### src/rtl/led_matrix_scanner.sv
// Multiplexed LED-matrix scanner: double-buffered 1bpp frame store,
// serial column shift-out, per-plane PWM on-window, self-timed scan.
module led_matrix_scanner #(
  parameter int ROWS    = 8,
  parameter int COLS    = 8,
  parameter int COLORS  = 2,
  parameter int BB      = 2,
  parameter int CLK_DIV = 1350,
  localparam int CW = (COLORS > 1) ? $clog2(COLORS) : 1,
  localparam int RW = $clog2(ROWS),
  localparam int LW = $clog2(COLS)
) (
  input  logic                 clk,
  input  logic                 rst,
  input  logic                 wr_en,
  input  logic [CW-1:0]        wr_color,
  input  logic [RW-1:0]        wr_row,
  input  logic [LW-1:0]        wr_col,
  input  logic                 wr_data,
  input  logic                 swap_req,
  output logic                 swap_ack,
  input  logic [COLORS*BB-1:0] bright,
  output logic                 ser_data,
  output logic                 ser_clk,
  output logic                 ser_latch,
  output logic [ROWS-1:0]      row_en_n,
  output logic [COLORS-1:0]    col_en_n,
  output logic                 frame_start
);

  localparam int DW = (CLK_DIV > 2) ? $clog2(CLK_DIV) : 1;
  localparam logic [LW-1:0] COL_LAST = LW'(COLS - 1);
  localparam logic [RW-1:0] ROW_LAST = RW'(ROWS - 1);
  localparam logic [CW-1:0] PLN_LAST = CW'(COLORS - 1);
  localparam logic [BB-1:0] ON_LAST  = BB'((1 << BB) - 1);

  typedef enum logic [1:0] {
    SHIFT_LO,
    SHIFT_HI,
    LATCH,
    ON
  } state_t;

  state_t        state;
  logic [DW-1:0] div;
  logic          tick;
  logic [RW-1:0] row;
  logic [CW-1:0] plane;
  logic [LW-1:0] col;
  logic [BB-1:0] on_cnt;
  logic [BB-1:0] bcap;
  logic          bank;
  logic          pend;
  logic          boundary;
  logic          do_swap;
  logic          rbank;
  logic          wr_ok;

  logic [COLS-1:0] fb [2][COLORS][ROWS];

  assign tick = (div == DW'(CLK_DIV - 1));

  always_ff @(posedge clk or posedge rst) begin
    if (rst) begin
      div <= '0;
    end else if (tick) begin
      div <= '0;
    end else begin
      div <= div + 1'b1;
    end
  end

  assign wr_ok = wr_en
              && (int'(wr_color) < COLORS)
              && (int'(wr_row) < ROWS)
              && (int'(wr_col) < COLS);

  // Storage has no reset so a panel reset keeps the picture.
  always_ff @(posedge clk) begin
    if (wr_ok) begin
      fb[~bank][wr_color][wr_row][wr_col] <= wr_data;
    end
  end

  assign boundary = (state == SHIFT_LO)
                 && (row == '0)
                 && (plane == '0)
                 && (col == COL_LAST);
  assign do_swap = tick && boundary && (pend || swap_req);
  // The first column of a swapped frame already comes from the new front.
  assign rbank = bank ^ do_swap;

  always_ff @(posedge clk or posedge rst) begin
    if (rst) begin
      state       <= SHIFT_LO;
      row         <= '0;
      plane       <= '0;
      col         <= COL_LAST;
      on_cnt      <= '0;
      bcap        <= '0;
      bank        <= 1'b0;
      pend        <= 1'b0;
      ser_data    <= 1'b0;
      ser_clk     <= 1'b0;
      ser_latch   <= 1'b0;
      swap_ack    <= 1'b0;
      frame_start <= 1'b0;
      row_en_n    <= '1;
      col_en_n    <= '1;
    end else begin
      frame_start <= 1'b0;
      swap_ack    <= 1'b0;
      if (do_swap) begin
        pend <= 1'b0;
      end else if (swap_req) begin
        pend <= 1'b1;
      end
      if (tick) begin
        unique case (state)
          SHIFT_LO: begin
            ser_clk   <= 1'b0;
            ser_latch <= 1'b0;
            ser_data  <= fb[rbank][plane][row][col];
            row_en_n  <= '1;
            col_en_n  <= '1;
            state     <= SHIFT_HI;
            if (boundary) begin
              frame_start <= 1'b1;
            end
            if (do_swap) begin
              bank     <= ~bank;
              swap_ack <= 1'b1;
            end
          end
          SHIFT_HI: begin
            ser_clk <= 1'b1;
            if (col == '0) begin
              col   <= COL_LAST;
              state <= LATCH;
            end else begin
              col   <= col - 1'b1;
              state <= SHIFT_LO;
            end
          end
          LATCH: begin
            ser_clk   <= 1'b0;
            ser_latch <= 1'b1;
            bcap      <= bright[plane*BB +: BB];
            on_cnt    <= '0;
            state     <= ON;
          end
          ON: begin
            ser_latch <= 1'b0;
            if (on_cnt < bcap) begin
              row_en_n <= ~(ROWS'(1) << row);
              col_en_n <= ~(COLORS'(1) << plane);
            end else begin
              row_en_n <= '1;
              col_en_n <= '1;
            end
            on_cnt <= on_cnt + 1'b1;
            if (on_cnt == ON_LAST) begin
              state <= SHIFT_LO;
              if (plane == PLN_LAST) begin
                plane <= '0;
                if (row == ROW_LAST) begin
                  row <= '0;
                end else begin
                  row <= row + 1'b1;
                end
              end else begin
                plane <= plane + 1'b1;
              end
            end
          end
        endcase
      end
    end
  end

endmodule

### config.mk
export PLATFORM = sky130hd
export DESIGN_NAME = led_matrix_scanner
export DESIGN_NICKNAME = d
export VERILOG_FILES = /design/src/rtl/led_matrix_scanner.sv
export SDC_FILE = /design/constraint.sdc
export NUM_CORES = 1
export LEC_CHECK = 0
export CORE_ASPECT_RATIO = 0.9
export CORE_MARGIN = 2
export CORE_UTILIZATION = 45
export CTS_CLUSTER_DIAMETER = 100
export DETAILED_ROUTE_END_ITERATION = 8
export PLACE_DENSITY = 0.69
export SLEW_MARGIN = 10
export SYNTH_ARGS = -nofsm -noshare
export SYNTH_HDL_FRONTEND = slang
export SYNTH_SLANG_ARGS = --single-unit
### constraint.sdc
create_clock -name clk -period 2.9 [get_ports clk]
set_input_delay 0.435 -clock clk [delete_from_list [all_inputs] [get_ports clk]]
set_output_delay 0.435 -clock clk [all_outputs]
set_load 0.05 [all_outputs]
==> results.toml <==
[hold_path]
hold_path_class = "input pin to async pin"

[floorplanning]
rows = 61
coreArea_mm2 = 0.03114
die_h_um = 173.2
die_x_um = 192.0
dieArea_mm2 = 0.03326
start_util_pct = 45.97
io_pins = 31

[pwr]
p_leak_nw = 6.087
clkPwrFrac_pct = 48.5
ir_worst_vdd_uv = 427.5
switching_share_pct = 21.02
power_density_mw_per_mm2 = 526.3
pwr-share-comb_pct = 2.2
sequentialPowerShare_pct = 49.3
internal_power_mw = 7.454
p_switching_mw = 1.984

[sta]
fmax_ghz = 0.3283
finalClockSkew_ns = 0.03263
rsz0062_at_grt = "true"
relSlewSlack_pct = 32.99
period_share_pct = 105.1
setup_viol = 1
slew_viol_final = 0
tightestPinTransition_ns = 1.005
period_minus_slack_ns = 3.046
hold_violations = 0
whs_ns = 0.3452
setup_slack_ns = -0.1465

[placement]
portBuffers = 30
place_inst = 1817
dp_hpwl_um = 34220
pre_cts_slack_ns = -0.6287
globalplace.congestion = 1.029

[synth]
synth_top_family_by_area = "simple AND/OR/NAND/NOR gates"
syn_nets = 1323
ys_top_cells_by_area = "edfxtp_1, nor2_1, dfrtp_1"
synth_top_area_share_pct = 53.70
yosys_warnings = 0
synth_cell_types = 86
synth-seq-area-share_pct = 60.98
synth_xor_area_share_pct = 0.6118
ys_seq_elements = 297
yosys.area_share.simple_pct = 18.62
netlist_instances = 1289
synth_top_area_cell = "edfxtp_1"
syn_area_mm2 = 0.01431
synthMuxAreaShare_pct = 3.855
synth_compound_area_share_pct = 11.19
synth_adder_area_share_pct = 1.573
synth_edf_count = 256
yosys_most_used_dff = "edfxtp_1"
synth.avg_cell_area_um2 = 11.11
ys_async_sr_fraction_pct = 13.80

[global_routing]
grt_pass1_vias = 11470
grt_usage_pct = 29.80
grt_start_max_net_pins = 91
grt_first_pass_wirelength_um = 72970
overflow = 0
grt_antenna_before_repair = 0

[worst_setup_path]
endpoint_kind = "flop"
r2r_cells = 14
critPathKind = "flop to flop"
arrival_ns = 3.51
start_kind = "flop"
critPathMaxFanout = 7
critPathRequiredTime_ns = 3.37

[layout]
finalNonFillerCells = 1900
antennaDiodeCount = 0
area_delta_synth_final_pct = 25.28
multi_input_area_mm2 = 0.005388
fillers = 2591
seqCellArea_mm2 = 0.008733
final_common_cell = "nor2_1"
drive_above_1_share_pct = 23.00
mostFrequentLayoutCells = "nor2_1, edfxtp_1, buf_4"
finalNetCount = 1500

[clocking]
cts_inserted_buffers = 34
clk_pin_slew_ns = 0.07
cts.sinks = 297
h-tree-depth = 2
tritoncts = "done"
worstSkewPairLatency_ns = 0.54
cts-root-buf = "clkbuf_16"
cts_max_path_buffers = 3
cts_hold_buf = 0

[outcome]
status = "finished, violations left"
violations = "setup timing"

[route]
wl_per_cell_um = 26.50
viasPerCell = 6.351
vias = 12070
dr.first_iter.drc_count = 1671
antenna_left = 0
drc = 0
totalWireLength_um = 50360
dr.pass1.iters = 6

[job]
max_cap_violations = 0
[final timing paths]
path / slack (ns) / startpoint / end
max: -0.15 / div[1] / ser_data
min: 0.35 / rst / ser_data
max reg2reg: -0.15 / div[1] / ser_data
min reg2reg: 0.50 / bcap[0] / bcap[0]
max in group asynchronous: 2.13 / rst / bank
min in group clk: 0.44 / wr_data / fb[0][33]
[per-stage QoR]
stage / setup TNS (ns) / utilization [%] / power (mW) / cell area, um2
after floorplan: 0 / - / 4.805 / 14320
after global placement: -0.6344 / 51.97 / 4.938 / 16180
after detailed placement: -0.6287 / 51.97 / 4.943 / 16180
after CTS: -0.02996 / 56.36 / 9.454 / 17550
after global routing: -0.2145 / 57.59 / 9.642 / 17930
final: -0.1465 / 57.59 / 9.438 / 17930
[per-layer routing]
layer	part of all wire, %	routed length (um)	track usage, %	vias to the layer above
li1	-	-	-	5139
met1	39	19580	42.29	5912
met2	44	22260	44.78	850
met3	13	6345	6.840	165
met4	4.3	2164	10.88	0
met5	0	0	0	-
[cells by family (layout without fill, tap and decap cells)]
logic type | Yosys count | in the layout
xor+xnor | 10 | 10
compound gates | 229 | 229
fa+ha+maj | 18 | 18
mux | 48 | 48
simple gates | 583 | 583
buf+inv | 104 | 306
flops | 297 | 297
[final cells by class]
type,instances,share of cell area [%]
sequential,297,48.70
multi-input combinational,888,30.04
timing repair buffer,228,11.44
clock buffer,41,5.009
tap,409,2.854
clock inverter,20,1.549
inverter,17,0.4116
[synthesized netlist by cell type (4+ instances only)]
cell type / instances
a311oi_1: 4
o311ai_0: 7
ha_1: 18
buf_1: 6
mux2_2: 17
a32oi_1: 4
or3_1: 15
nand2_1: 86
xnor2_1: 6
and3_1: 23
mux4_2: 4
inv_1: 12
nand2b_1: 4
o22ai_1: 28
o22a_1: 4
nand3_1: 39
dfstp_2: 13
nor3_1: 28
o211ai_1: 6
o31ai_1: 8
nor2_1: 324
xor2_1: 4
o2111ai_1: 5
nor4_1: 18
o21ai_0: 40
buf_2: 14
a221o_1: 5
a21oi_1: 25
clkbuf_1: 58
a31oi_1: 25
nor3b_1: 4
a211o_1: 4
o32ai_1: 7
mux2i_1: 27
o221ai_1: 4
dfrtp_1: 28
edfxtp_1: 256
a211oi_1: 27
nand4_1: 5
[power by group through the flow]
stage	Combinational [mW]	Sequential, mW	Clock, mW
2_1_floorplan	0.0662	4.74	0
3_3_place_gp	0.200	4.74	0
3_5_place_dp	0.205	4.74	0
4_1_cts	0.207	4.65	4.60
5_1_grt	0.223	4.65	4.77
6_report	0.211	4.65	4.58
[registers in the layout (all words and copies together), names as in the netlist, 2 cells and up, named ones only]
name,count
fb,256
div,11
row_en_n,8
col,3
row,3
bcap,2
col_en_n,2
on_cnt,2
[worst max-delay path, cell delays in order, from the launching register on]
cell and delay (ns):
dfrtp_1 0.39, inv_2 0.07, ha_4 0.12, and4b_2 0.27, buf_6 0.12, nand4_4 0.19
nor3_4 0.34, nor2_8 0.11, buf_12 0.14, clkbuf_16 0.17, mux2i_1 0.12, a221o_1 0.32
a311oi_2 0.36, o31ai_2 0.11, o22ai_2 0.14
[what timing repair did]
action	in CTS	in global routing
gates resized for setup	25	37
pin swaps	13	21
setup buffers	7	13
cloned	0	2
endpoints found under the setup margin	1	1
No activity file was read; power rests on OpenSTA's default activity.
